===== src/rtl/axil_cmd_master.sv =====
// axil_cmd_master: single-outstanding AXI4-Lite initiator behind a cmd/rsp valid-ready handshake.
// Optional watchdog enabled by defining AXIL_MST_TIMEOUT_EN (drives the sticky tmo_err flag).
module axil_cmd_master #(
    parameter int ADDR_W     = 32,
    parameter int DATA_W     = 32,
    parameter int TMO_CYCLES = 1024
) (
    input  logic                clk_main_a0,
    input  logic                rst_main_n,
    input  logic                cmd_valid,
    output logic                cmd_ready,
    input  logic                cmd_wr,
    input  logic [ADDR_W-1:0]   cmd_addr,
    input  logic [DATA_W-1:0]   cmd_wdata,
    input  logic [DATA_W/8-1:0] cmd_wstrb,
    output logic                rsp_valid,
    input  logic                rsp_ready,
    output logic                rsp_wr,
    output logic [DATA_W-1:0]   rsp_rdata,
    output logic [1:0]          rsp_resp,
    output logic                m_awvalid,
    output logic [ADDR_W-1:0]   m_awaddr,
    input  logic                m_awready,
    output logic                m_wvalid,
    output logic [DATA_W-1:0]   m_wdata,
    output logic [DATA_W/8-1:0] m_wstrb,
    input  logic                m_wready,
    input  logic                m_bvalid,
    input  logic [1:0]          m_bresp,
    output logic                m_bready,
    output logic                m_arvalid,
    output logic [ADDR_W-1:0]   m_araddr,
    input  logic                m_arready,
    input  logic                m_rvalid,
    input  logic [DATA_W-1:0]   m_rdata,
    input  logic [1:0]          m_rresp,
    output logic                m_rready,
    output logic [31:0]         wr_cnt,
    output logic [31:0]         rd_cnt,
    output logic [31:0]         err_cnt,
    output logic                tmo_err
);

    if (DATA_W != 32) begin : g_bad_data_w
        $error("axil_cmd_master supports DATA_W = 32 only");
    end
    if (TMO_CYCLES < 1) begin : g_bad_tmo
        $error("axil_cmd_master requires TMO_CYCLES >= 1");
    end

    typedef enum logic [2:0] {IDLE, WR, WR_B, RD_A, RD_R, RSP} state_t;

    state_t                state, state_nxt;
    logic                  run_q;
    logic                  aw_done, w_done;
    logic                  wr_q;
    logic [ADDR_W-1:0]     addr_q;
    logic [DATA_W-1:0]     wdata_q;
    logic [DATA_W/8-1:0]   wstrb_q;
    logic [DATA_W-1:0]     rdata_q;
    logic [1:0]            resp_q;
    logic                  cmd_fire, aw_fire, w_fire, b_fire, ar_fire, r_fire, rsp_fire;

    // run_q keeps cmd_ready low during reset and for the first clock after release
    assign cmd_ready = (state == IDLE) && run_q;
    assign m_awvalid = (state == WR) && !aw_done;
    assign m_wvalid  = (state == WR) && !w_done;
    assign m_bready  = (state == WR_B);
    assign m_arvalid = (state == RD_A);
    assign m_rready  = (state == RD_R);
    assign rsp_valid = (state == RSP);

    assign m_awaddr  = addr_q;
    assign m_araddr  = addr_q;
    assign m_wdata   = wdata_q;
    assign m_wstrb   = wstrb_q;
    assign rsp_wr    = wr_q;
    assign rsp_rdata = rdata_q;
    assign rsp_resp  = resp_q;

    assign cmd_fire = cmd_valid && cmd_ready;
    assign aw_fire  = m_awvalid && m_awready;
    assign w_fire   = m_wvalid && m_wready;
    assign b_fire   = m_bvalid && m_bready;
    assign ar_fire  = m_arvalid && m_arready;
    assign r_fire   = m_rvalid && m_rready;
    assign rsp_fire = rsp_valid && rsp_ready;

    always_ff @(posedge clk_main_a0 or negedge rst_main_n) begin
        if (!rst_main_n) begin
            state <= IDLE;
        end else begin
            state <= state_nxt;
        end
    end

    always_comb begin
        state_nxt = state;
        unique case (state)
            IDLE:    if (cmd_fire) state_nxt = cmd_wr ? WR : RD_A;
            // AW and W complete independently, possibly on the same edge
            WR:      if ((aw_done || aw_fire) && (w_done || w_fire)) state_nxt = WR_B;
            WR_B:    if (b_fire) state_nxt = RSP;
            RD_A:    if (ar_fire) state_nxt = RD_R;
            RD_R:    if (r_fire) state_nxt = RSP;
            RSP:     if (rsp_fire) state_nxt = IDLE;
            default: state_nxt = IDLE;
        endcase
    end

    always_ff @(posedge clk_main_a0 or negedge rst_main_n) begin
        if (!rst_main_n) begin
            run_q   <= 1'b0;
            aw_done <= 1'b0;
            w_done  <= 1'b0;
            wr_q    <= 1'b0;
            addr_q  <= '0;
            wdata_q <= '0;
            wstrb_q <= '0;
            rdata_q <= '0;
            resp_q  <= '0;
            wr_cnt  <= '0;
            rd_cnt  <= '0;
            err_cnt <= '0;
        end else begin
            run_q <= 1'b1;
            if (cmd_fire) begin
                wr_q    <= cmd_wr;
                addr_q  <= cmd_addr;
                wdata_q <= cmd_wdata;
                wstrb_q <= cmd_wstrb;
                rdata_q <= '0;
                resp_q  <= '0;
                aw_done <= 1'b0;
                w_done  <= 1'b0;
            end
            if (aw_fire) aw_done <= 1'b1;
            if (w_fire)  w_done  <= 1'b1;
            if (b_fire)  resp_q  <= m_bresp;
            if (r_fire) begin
                rdata_q <= m_rdata;
                resp_q  <= m_rresp;
            end
            if (rsp_fire) begin
                if (wr_q) wr_cnt <= wr_cnt + 32'd1;
                else      rd_cnt <= rd_cnt + 32'd1;
                if (resp_q != 2'b00) err_cnt <= err_cnt + 32'd1;
            end
        end
    end

`ifdef AXIL_MST_TIMEOUT_EN
    localparam int TMO_W = $clog2(TMO_CYCLES + 1);

    logic [TMO_W-1:0] tmo_cnt;
    logic             tmo_q;
    logic             waiting;

    assign waiting = (state == WR) || (state == WR_B) || (state == RD_A) || (state == RD_R);
    assign tmo_err = tmo_q;

    // Watch only; a stuck slave is flagged but the transaction keeps waiting
    always_ff @(posedge clk_main_a0 or negedge rst_main_n) begin
        if (!rst_main_n) begin
            tmo_cnt <= '0;
            tmo_q   <= 1'b0;
        end else if (state_nxt != state) begin
            tmo_cnt <= '0;
        end else if (waiting && (tmo_cnt != TMO_W'(TMO_CYCLES))) begin
            tmo_cnt <= tmo_cnt + 1'b1;
            if (tmo_cnt == TMO_W'(TMO_CYCLES - 1)) tmo_q <= 1'b1;
        end
    end
`else
    assign tmo_err = 1'b0;
`endif

endmodule


===== config.mk =====
export PLATFORM = sky130hd
export DESIGN_NAME = axil_cmd_master
export DESIGN_NICKNAME = d
export VERILOG_FILES = /design/src/rtl/axil_cmd_master.sv
export SDC_FILE = /design/constraint.sdc
export NUM_CORES = 1
export LEC_CHECK = 0
export ABC_AREA = 1
export CAP_MARGIN = 20
export CORE_MARGIN = 1.5
export CORE_UTILIZATION = 35
export DETAILED_ROUTE_END_ITERATION = 8
export DONT_BUFFER_PORTS = 1
export GPL_TIMING_DRIVEN = 0
export PLACE_DENSITY = 0.6
export SLEW_MARGIN = 20
export SYNTH_ARGS = -nofsm -noshare
export SYNTH_HDL_FRONTEND = slang
export SYNTH_SLANG_ARGS = --single-unit

===== constraint.sdc =====
create_clock -name clk_main_a0 -period 2.25 [get_ports clk_main_a0]
set_input_delay 0.45 -clock clk_main_a0 [delete_from_list [all_inputs] [get_ports clk_main_a0]]
set_output_delay 0.45 -clock clk_main_a0 [all_outputs]
set_load 0.02 [all_outputs]

==> out/metrics.cfg <==
[drt]
drt_iter0_drc=446
dr.pass1.iters=7
drt-wirelength-per-cell_um=16.56
top_signal_layer_used=met4
wl_met2_um=14270
routed_wirelength_um=29280
num_vias=8486
m1WireLength_um=11830
wl_met3_um=2293
via_per_inst=4.800
ant_nets=0
route.detailed.drc=0

[critical_path]
reg2regPathDepth=8
worstPathArrival_ns=1.65
worst-path-max-fanout=6
cp-end-kind=output pin
startpoint_type=register
critPathKind=register to output pin
cp_data_required_time_ns=1.80

[floorplanning]
die_width_um=173.3
ioPinCount=353
rows=62
die_y_um=173.3
start_util_pct=35.44
die_area_um2=30020
core-area_um2=28630

[logic_synthesis]
synth_top_area_share_pct=50.57
netlist_instances=1341
syn-mean-instance-area_um2=7.565
synthTopCellsByArea=dfrtp_1, nand2_1, nor2_1
synth_area_um2=10140
yosys_warnings=0
ys_types=32
async_flop_share_pct=100.0
synth_edf_count=0
post-synth-top-count-cell=nand2_1
synth_seq_cells=205
ys_seq_area_share_pct=50.57
synth.net_count=1458
yosysTopAreaCell=dfrtp_1
yosys-top-cells-count=nand2_1, dfrtp_1, nor2_1
synthFlopType=dfrtp_1

[grt]
grt_pass1_vias=8312
antenna_found_initial=0
grt_pass1_wl_um=46350
grt_max_degree=206
grt_overflow=0
grtUsageTotal_pct=19.32

[sta]
max_slew_margin_pct=56.69
holdWs_ns=-0.3688
skew_ns=0.01118
finalSetupTns_ns=0
grt_setup_unrepaired=no
maxSlewViolCount=0
max_freq_mhz=477.1
tightest_slew_ns=0.6496
fin_crit_sh_pct=93.15
finalSetupViolCount=0
hold_violations=205
min_period_ns=2.096

[status]
status=finished with violations
violations=negative hold slack

[worst_hold_path]
hold_class=input port to asynchronous set/reset pin

[placement]
io_buffers=0
postPlaceCellArea_um2=10630
dpl.hpwl_um=22230
place_congestion=0.9705

[job]
drv_cap=0

[finish]
n_antenna_cell=0
drive_gt1_share_pct=9.032
fin_area_um2=11510
nNetsFinal=1484
area_delta_synth_final_pct=13.48

[pwr]
power_density_nw_per_um2=1161
p_leak_nw=5.663
vdd_drop_max_v=0.0008705

[clock_tree]
cts_num_sinks=205
clock_latency_ns=0.51
root_buffer=clkbuf_16
cts_tree=done
numCtsBuffers=24
cts.clk_slew.worst_paths_ns=0.06
cts_buffer_depth=3
htreeDepth=1

flip-flops by register name, indices dropped and copies added, names as in the netlist:
register,count
rsp_wr,1
state,3
wr_cnt,32
m_wstrb,4
m_araddr,32
rd_cnt,32
w_done,1
rsp_rdata,32
rsp_resp,2
run_q,1
m_wdata,32
aw_done,1
err_cnt,32
worst paths after layout:
path,end,startpoint,slack [ns]
worst max register to register,rsp_wr,state[0],0.19
max in group asynchronous,rd_cnt[14],rst_main_n,2.06
worst max-delay path,m_bready,state[2],0.15
worst min-delay path,rd_cnt[17],rst_main_n,-0.37
min in group clk_main_a0,m_araddr[0],cmd_addr[0],0.04
worst min register to register,aw_done,aw_done,0.56
critical path, cell delays in order (launching register included):
cell	delay, ns
dfrtp_1	0.45
inv_1	0.14
nand2_1	0.10
nor2_1	0.45
stage by stage:
| step | std cells | hold WS, ns | util [%] | power (W) | setup WS, ns |
|---|---|---|---|---|---|
| final | 1768 | -0.3688 | 40.22 | 0.01336 | 0.1541 |
| after global routing | 1768 | -0.4052 | 40.22 | 0.01407 | 0.01258 |
| after CTS | 1768 | -0.3978 | 40.13 | 0.01350 | -0.09606 |
| after detailed placement | 1725 | 0.1586 | 37.12 | 0.009253 | 0.007941 |
| after global placement | 1725 | 0.1582 | 37.12 | 0.009184 | 0.06657 |
| after floorplan | 1341 | 0.1544 | - | 0.008438 | 0.5335 |
final cells by class:
type                       instances  area (um^2)
sequential                       205         5131
multi-input combinational        988         4335
inverter                          89        334.1
fill                            2895        17110
clock inverter                    14        187.7
buffer                            59        372.9
tap                              384        480.5
clock buffer                      29        670.6
where the power goes:
| part | internal (W) | switching, W | total (W) |
|---|---|---|---|
| logic | 0.000920 | 0.00156 | 0.00248 |
| clock network | 0.00259 | 0.00160 | 0.00419 |
| registers | 0.00460 | 0.00210 | 0.00670 |
| total | 0.00811 | 0.00525 | 0.0134 |
cells by family after synthesis:
logic type                 share of synthesized area [%]
xor gates and xnor gates                           4.058
DFF                                                50.57
other                                            0.07403
AOI/OAI and AO/OA                                 0.8140
buffers and inverters                              6.968
adders and majority gates                         0.3700
and+or+nand+nor                                    37.15
what timing repair did:
item / 4_1_cts / 5_1_grt
hold endpoints to repair: 205 / 205
cloned: 0 / 0
endpoints found under the setup margin: 5 / 3
resized for setup: 1 / 7
setup buffers: 0 / 0
cells in the final DEF (no fill, tap or decap), drive strengths merged, types with 4 or more instances in the layout:
master / Yosys / routed
nand4: 21 / 21
clkbuf: 9 / 38
clkinv: 1 / 6
o21ai: 10 / 10
nand3b: 9 / 9
clkinvlp: 0 / 4
nand2: 664 / 664
xnor2: 22 / 22
xor2: 25 / 25
bufinv: 0 / 4
nand3: 52 / 52
inv: 88 / 89
buf: 50 / 50
nor2: 156 / 156
a21oi: 5 / 5
dfrtp: 205 / 205
nor3: 13 / 13
layer usage:
metal | GRT usage (%) | up-vias
met5 | 0 | -
met4 | 6.594 | 0
met3 | 5.110 | 44
met2 | 33.48 | 301
met1 | 23.20 | 4012
li1 | - | 4129
Note: power is estimated with default switching activity, not from simulation.
